[src/rtl/obs_l4_mult_sched_163bit.sv]
// -----------------------------------------------------------------------------
// obs_l4_mult_sched_163bit
//
// Purpose:
//   Schedules one unreduced GF(2^163) polynomial multiply a*b through a single
//   shared 82x82 carry-less sub-multiplier. Each operand is split into its
//   even and odd coefficient halves. The four half-products are issued one at
//   a time, in the order ae*be, ae*bo, ao*be, ao*bo, and each product is held
//   in its own register. The registered products drive the external level-4
//   overlap stage. Its 327-bit output is captured and returned with a
//   valid/ready handshake.
//
// Ports:
//   clk, rst_n            clock; synchronous active-low reset
//   start, a_in, b_in     request plus operands (accepted only when busy=0)
//   busy                  high while an operation is in flight
//   sm_valid/sm_ready     operand handshake to the shared sub-multiplier
//   sm_a, sm_b            sub-multiplier operand halves
//   sm_rvalid, sm_p       single-cycle product return from the sub-multiplier
//   ov_in1..ov_in4        registered half-products P1..P4 to the overlap stage
//   ov_out                combinational overlap-stage result
//   res_valid/res_ready   result handshake
//   result                captured product a*b
//
// Optional feature (macro OBS_SKIP_ZERO_EN):
//   When this macro is defined, a half-product is skipped if either operand
//   half is all-zero. Its P register is loaded with 0 and k advances in one
//   cycle, without a sub-multiplier transaction.
//
// States:
//   IDLE    | waiting for start
//   ISSUE   | presenting half pair k to the sub-multiplier
//   WAIT    | one transaction outstanding, waiting for sm_rvalid
//   COMBINE | capturing the overlap-stage output into result
//   OUT     | result valid, waiting for res_ready
// -----------------------------------------------------------------------------
module obs_l4_mult_sched_163bit #(
    parameter int M  = 163,
    parameter int H  = 82,
    parameter int PW = 163,
    parameter int RW = 327
) (
    input  logic          clk,
    input  logic          rst_n,
    input  logic          start,
    input  logic [M-1:0]  a_in,
    input  logic [M-1:0]  b_in,
    output logic          busy,
    output logic          sm_valid,
    input  logic          sm_ready,
    output logic [H-1:0]  sm_a,
    output logic [H-1:0]  sm_b,
    input  logic          sm_rvalid,
    input  logic [PW-1:0] sm_p,
    output logic [PW-1:0] ov_in1,
    output logic [PW-1:0] ov_in2,
    output logic [PW-1:0] ov_in3,
    output logic [PW-1:0] ov_in4,
    input  logic [RW-1:0] ov_out,
    output logic          res_valid,
    input  logic          res_ready,
    output logic [RW-1:0] result
);

    typedef enum logic [2:0] {
        S_IDLE,
        S_ISSUE,
        S_WAIT,
        S_COMBINE,
        S_OUT
    } state_t;

    state_t        state, state_nxt;
    logic [M-1:0]  a_q, b_q;
    logic [1:0]    k;
    logic [PW-1:0] p1_q, p2_q, p3_q, p4_q;
    logic [RW-1:0] res_q;

    logic [H-1:0]  ae, ao, be, bo;
    logic [H-1:0]  sel_a, sel_b;
    logic          skip;

    logic          latch_ops;
    logic          cap;
    logic          cap_zero;
    logic          adv_k;
    logic          load_res;
    logic [PW-1:0] cap_data;

    // Even/odd coefficient split. The odd halves have only H-1 meaningful
    // bits, so their top bit remains zero.
    always_comb begin
        ae = '0;
        ao = '0;
        be = '0;
        bo = '0;
        for (int i = 0; i < H; i++) begin
            ae[i] = a_q[2*i];
            be[i] = b_q[2*i];
        end
        for (int i = 0; i < H - 1; i++) begin
            ao[i] = a_q[2*i+1];
            bo[i] = b_q[2*i+1];
        end
    end

    // k[1] selects the a half and k[0] selects the b half:
    // 0 -> ae*be, 1 -> ae*bo, 2 -> ao*be, 3 -> ao*bo.
    assign sel_a = k[1] ? ao : ae;
    assign sel_b = k[0] ? bo : be;

`ifdef OBS_SKIP_ZERO_EN
    assign skip = (state == S_ISSUE) && ((sel_a == '0) || (sel_b == '0));
`else
    assign skip = 1'b0;
`endif

    always_comb begin
        state_nxt = state;
        latch_ops = 1'b0;
        cap       = 1'b0;
        cap_zero  = 1'b0;
        adv_k     = 1'b0;
        load_res  = 1'b0;
        case (state)
            S_IDLE: begin
                if (start) begin
                    latch_ops = 1'b1;
                    state_nxt = S_ISSUE;
                end
            end
            S_ISSUE: begin
                if (skip) begin
                    cap      = 1'b1;
                    cap_zero = 1'b1;
                    if (k == 2'd3) begin
                        state_nxt = S_COMBINE;
                    end else begin
                        adv_k = 1'b1;
                    end
                end else if (sm_ready) begin
                    state_nxt = S_WAIT;
                end
            end
            S_WAIT: begin
                if (sm_rvalid) begin
                    cap = 1'b1;
                    if (k == 2'd3) begin
                        state_nxt = S_COMBINE;
                    end else begin
                        adv_k     = 1'b1;
                        state_nxt = S_ISSUE;
                    end
                end
            end
            S_COMBINE: begin
                load_res  = 1'b1;
                state_nxt = S_OUT;
            end
            S_OUT: begin
                if (res_ready) begin
                    state_nxt = S_IDLE;
                end
            end
            default: begin
                state_nxt = S_IDLE;
            end
        endcase
    end

    assign cap_data = cap_zero ? '0 : sm_p;

    always_ff @(posedge clk) begin
        if (!rst_n) begin
            state <= S_IDLE;
            a_q   <= '0;
            b_q   <= '0;
            k     <= '0;
            p1_q  <= '0;
            p2_q  <= '0;
            p3_q  <= '0;
            p4_q  <= '0;
            res_q <= '0;
        end else begin
            state <= state_nxt;
            if (latch_ops) begin
                a_q <= a_in;
                b_q <= b_in;
                k   <= 2'd0;
            end
            if (adv_k) begin
                k <= k + 2'd1;
            end
            if (cap) begin
                case (k)
                    2'd0:    p1_q <= cap_data;
                    2'd1:    p2_q <= cap_data;
                    2'd2:    p3_q <= cap_data;
                    default: p4_q <= cap_data;
                endcase
            end
            if (load_res) begin
                res_q <= ov_out;
            end
        end
    end

    assign busy      = (state != S_IDLE);
    assign sm_valid  = (state == S_ISSUE) && !skip;
    assign sm_a      = (state == S_ISSUE) ? sel_a : '0;
    assign sm_b      = (state == S_ISSUE) ? sel_b : '0;
    assign res_valid = (state == S_OUT);
    assign result    = res_q;
    assign ov_in1    = p1_q;
    assign ov_in2    = p2_q;
    assign ov_in3    = p3_q;
    assign ov_in4    = p4_q;

endmodule

[config.mk]
export PLATFORM = sky130hd
export DESIGN_NAME = obs_l4_mult_sched_163bit
export DESIGN_NICKNAME = d
export VERILOG_FILES = /design/src/rtl/obs_l4_mult_sched_163bit.sv
export SDC_FILE = /design/constraint.sdc
export NUM_CORES = 2
export LEC_CHECK = 0
export CAP_MARGIN = 5
export CORE_AREA = 2 2 773 775
export CTS_BUF_LIST = sky130_fd_sc_hd__clkbuf_4
export CTS_CLUSTER_SIZE = 40
export DETAILED_ROUTE_END_ITERATION = 7
export DIE_AREA = 0 0 775 777
export SYNTH_ARGS = -nofsm -noshare
export SYNTH_HDL_FRONTEND = slang
export SYNTH_SLANG_ARGS = --single-unit
[constraint.sdc]
create_clock -name clk -period 2.5 [get_ports clk]
set_input_delay 0.75 -clock clk [delete_from_list [all_inputs] [get_ports clk]]
set_output_delay 0.75 -clock clk [all_outputs]
set_load 0.02 [all_outputs]
=== Word level (Yosys, flattened, before mapping) ===
Cells that the tools add are included.

* $add $sub $neg: 1
* Equality and inequality tests: 11
* Mux-type cells: 20
* Bitwise logic cells: 1
* Reductions and logical operators: 10

{| class="wikitable"
|+ Operators by type and width
! kind !! count
|-
| two-way mux 82 bit || 4
|-
| case mux 3 bit (5 select lines) || 1
|-
| two-way mux 3 bit || 4
|-
| two-way mux 1 bit || 8
|-
| AND reduction 2 bit || 4
|-
| equality test 3 x 2 -> 1 bit (second input constant) || 2
|-
| two-way mux 2 bit || 3
|-
| equality test 2 bit (second input constant) || 2
|-
| != test 2 x 1 -> 1 bit (second input constant) || 2
|-
| != test 2 bit (second input constant) || 2
|-
| AND reduction 4 bit || 1
|-
| equality test 3 x 1 -> 1 bit (second input constant) || 1
|-
| equality test 3 bit (second input constant) || 1
|-
| zero test 3 bit || 1
|-
| nonzero test 3 bit || 1
|-
| OR reduction 3 bit || 1
|-
| adder 2 x 1 -> 2 bit (second input constant) || 1
|-
| equality test 2 x 1 -> 1 bit (second input constant) || 1
|-
| zero test 2 bit || 1
|-
| nonzero test 2 bit || 1
|-
| NOT 1 bit || 1
|}

* Register bits: 1,310
* Input bits: 822
* Output and inout bits: 1,146
* Logic and storage cells: 52

=== Depth between registers and ports, before layout ===
* Word-level depth: 5
* Mapped depth: 7
* Depth with buffers taken out: 4

=== Least setup slack after synthesis ===
No wires, ideal clock.

* Kind: register to output
* Start: reg state[0]
* End: out sm_b[10]
* Data arrival time: 1,599 ps
* Data required time: 1,750 ps
* Path slack: 151 ps
* Cell stages (with the launch flop): 7
* Path buffers: 4
* Path through: dfxtp_1 buf_2 or3b_1 buf_2 buf_2 buf_2 nor2_1

* Cells in the longest elaborated chain, start to end: 2

{| class="wikitable"
|+ RTL lines
! what !! RTL line !! RTL
|-
| start: declaration || 73 || <nowiki>state_t state, state_nxt;</nowiki>
|-
| start signal: assignment || 185 || <nowiki>state <= state_nxt;</nowiki>
|-
| equality test 3 x 1 -> 1 bit || 211 || <nowiki>assign sm_b = (state == S_ISSUE) ? sel_b : '0;</nowiki>
|-
| two-way mux 82 bit || 211 ||
|-
| end: declaration || 52 || <nowiki>output logic [H-1:0] sm_b,</nowiki>
|}

Every way passes these cells.

=== Worst setup path after layout ===
* Start: reg state[2]
* End: out sm_b[40]

Same word-level chain as after synthesis.

==> reports/qor.csv <==
stage;metric;value;unit
status;status;finished, violations left;
status;violations;negative setup slack;
placement;place.gp.congestion;0.9807;
sta;timing.final.ws_setup;-1503;ps
pwr;power_density;527.3;mW/mm2
worst_setup_path;critPathLaunch;state[2];
sta;finalSetupTns;-793370;ps
sta;timing.final.crit_share;160.1;%
detailed_routing;postRouteAntennaNets;0;
worst_setup_path;required;1750;ps
worst_setup_path;reg2reg_from;k[0];
sta;relSlewSlack;49.44;%
sta;rsz0062_at_grt;true;
sta;hold_viol;0;
clocking;cts_root_buffer;clkbuf_4;
logic_synthesis;yosys.area.top_type;dfxtp_1;
logic_synthesis;yosys_warnings;0;
worst_setup_path;arrival;3250;ps
die;die_y;777;um
clocking;cts_tree;built;
detailed_routing;initialDrtViolationCount;2587;
worst_setup_path;cp_max_fo;19;
worst_setup_path;cpMaxStageDelayCell;or3b_4;
sta;worstMarginPinSlew;756.6;ps
detailed_routing;first_pass_iters;5;
die;num_io_pins;1968;
worst_setup_path;path_class;reg2out;
logic_synthesis;ys_seq_area_share;52.30;%
clocking;cts.sink_count;1310;
pwr;finalPower;51.50;mW
grt;grt_pass1_vias;54790;
placement;port_buffers;1967;
pwr;p_leak;38.30;nW
clocking;htreeDepth;5;
logic_synthesis;synth.net_count;6342;
clocking;cts.path.max_buffers;4;
worst_setup_path;critPathMaxStageDelay;420;ps
placement;dp.final_hpwl;372900;um
cells_and_area;final_layout_size_suffix_gt1_share;17.32;%
grt;grt-ovfl-total;0;
grt;grt_max_degree;102;
pwr;ir_worst_vdd;0.0003358;V
job;cap_violations;0;
worst_setup_path;ff2ff_setup_slack;270;ps
die;row_count;283;
die;fp.dieW;775;um
detailed_routing;routed_wl;442000;um
logic_synthesis;ys_types;30;
die;dieArea;0.6022;mm2
sta;setup_viol;1146;
sta;finalMaxSlewViolations;0;
detailed_routing;drcViolationCount;0;
cells_and_area;nFillCells;66460;
grt;grt_pass1_wl;555600;um
worst_setup_path;end_kind;primary output;
grt;antenna_found_initial;174;
logic_synthesis;netlist_area;0.05015;mm2
worst_setup_path;start_kind;flop;
worst_setup_path;r2r-end;ov_in1[35];
logic_synthesis;synthDominantCellAreaShare;52.30;%
cells_and_area;final_cell_mix;nand2_1, clkdlybuf4s50_1, dfxtp_1;
worst_setup_path;crit_chain;or3b_4, buf_12, buf_4, nor2_2, buf_4, buf_12;
die;start_util;8.455;%
clocking;cts.clk_slew.worst_paths;60;ps
cells_and_area;areaGrowthSynthToFinish;94.74;%
sta;max_freq;0.2498;GHz
grt;gr-usage-all-layers;14.03;%
sta;period_minus_slack;4003;ps
cells_and_area;fin_util;16.47;%
clocking;cts_buffers;391;
clocking;clock_latency;1470;ps
cells_and_area;nNetsFinal;9525;
logic_synthesis;avgSynthCellArea;9.091;um2
logic_synthesis;synth_seq_cells;1310;
cells_and_area;layout.cells.most_common;nand2_1;
logic_synthesis;synthCells;5516;
logic_synthesis;yosys-top-cells-area;dfxtp_1, mux2i_1, nand2_1;
sta;fin_skew;168.8;ps
detailed_routing;vias_per_cell;3.152;
worst_setup_path;ff2ff_path_depth;7;
detailed_routing;wl_per_cell;26.08;um
die;core;0.5931;mm2
detailed_routing;vias;53420;
worst_setup_path;cp-endpoint;sm_b[40];
worst_hold_path;hp-class;in2reg;
-- critical path: cells and delay by family (launching register included) --
family,cells,cell delay (ps)
flops,1,340
simple gates,2,630
buf+inv,4,750
-- registers in the layout, indices dropped and copies added (netlist names) --
signal  count
k           2
ov_in1    163
result    327
ov_in3    163
b_q       163
ov_in2    163
a_q       163
state       3
ov_in4    163
-- how the worst min path moves through the flow --
stage	start	to	slack, ps	cells after the start
2_1_floorplan	a_q[162]	a_q[162]	430	2
3_3_place_gp	a_q[2]	a_q[2]	440	2
3_5_place_dp	a_q[48]	a_q[48]	440	2
4_1_cts	rst_n	ov_in1[87]	7	4
5_1_grt	sm_p[95]	ov_in4[95]	120	3
6_report	sm_p[5]	ov_in4[5]	330	4
-- cell families after synthesis --
| logic type | Yosys count | share of synthesized area [%] |
|---|---|---|
| adder cells (fa/ha/maj) | 4 | 0.09981 |
| AO/OA/AOI/OAI | 657 | 9.821 |
| buffers and inverters | 420 | 4.035 |
| flip-flops | 1310 | 52.30 |
| multiplexers | 817 | 16.31 |
| AND/OR/NAND/NOR | 2308 | 17.44 |
-- where the power goes --
part           internal (mW)  leakage, nW  switching, mW
Combinational           3.64         24.7           4.03
Sequential              21.3         10.6          0.259
Clock                   10.8         3.01           11.4
Total                   35.8         38.3           15.7
-- layer usage --
metal	track usage, %	wire length (um)	vias to the layer above
met3	8.025	57460	716
met5	0	476	-
met4	5.944	21520	74
met1	15.19	166500	25530
met2	22.34	196100	2436
li1	-	-	24670
-- stage by stage --
step	hold slack (ps)	std cells	cell area [um2]	setup slack [ps]
CTS	6.852	16840	97130	-1917
floorplan	430.6	5516	50150	151.2
detailed placement	444.1	15330	83420	-251.2
finish	325.7	16950	97650	-1503
global route	115.6	16900	97530	-1758
global placement	439.5	15330	83420	-246.6
-- synth_stat cells --
library cell and n:
nand2_1 2123, dfxtp_1 1310, mux2i_1 816, a21boi_0 412, a21boi_1 241, clkbuf_1 193
nor2_1 163, buf_2 162, buf_4 31, buf_6 17, buf_1 14, ha_1 4
nand2_2 4, inv_1 3, nand3b_1 3, and3_1 2, nand2b_1 2, nand3_1 2
nor2b_1 2, o21ai_0 2, a21oi_1 1, and3b_1 1, and4bb_1 1, mux2_2 1
nor3b_1 1, nor4b_2 1, o21a_1 1, or3_1 1, or3b_1 1, or4b_1 1
-- cell type report --
cell class,instances,area (um2),area share [%]
sequential,1310,26240,26.87
clock buffer,565,4242,4.343
inverter,3,11.26,0.01153
clock inverter,137,813.3,0.8328
timing repair buffer,3207,33790,34.61
multi-input combinational,3786,22480,23.02
antenna,106,265.3,0.2716
tap,7837,9806,10.04
-- repair_timing --
action,in CTS,in global routing
setup endpoints to repair,1146,1146
gates resized for setup,140,77
endpoints found under the hold margin,1301,0
hold buffers,808,0
buffers inserted,6,0
pin swaps,5,9
gates cloned,3,1
Power figures use the tool's default switching activity.
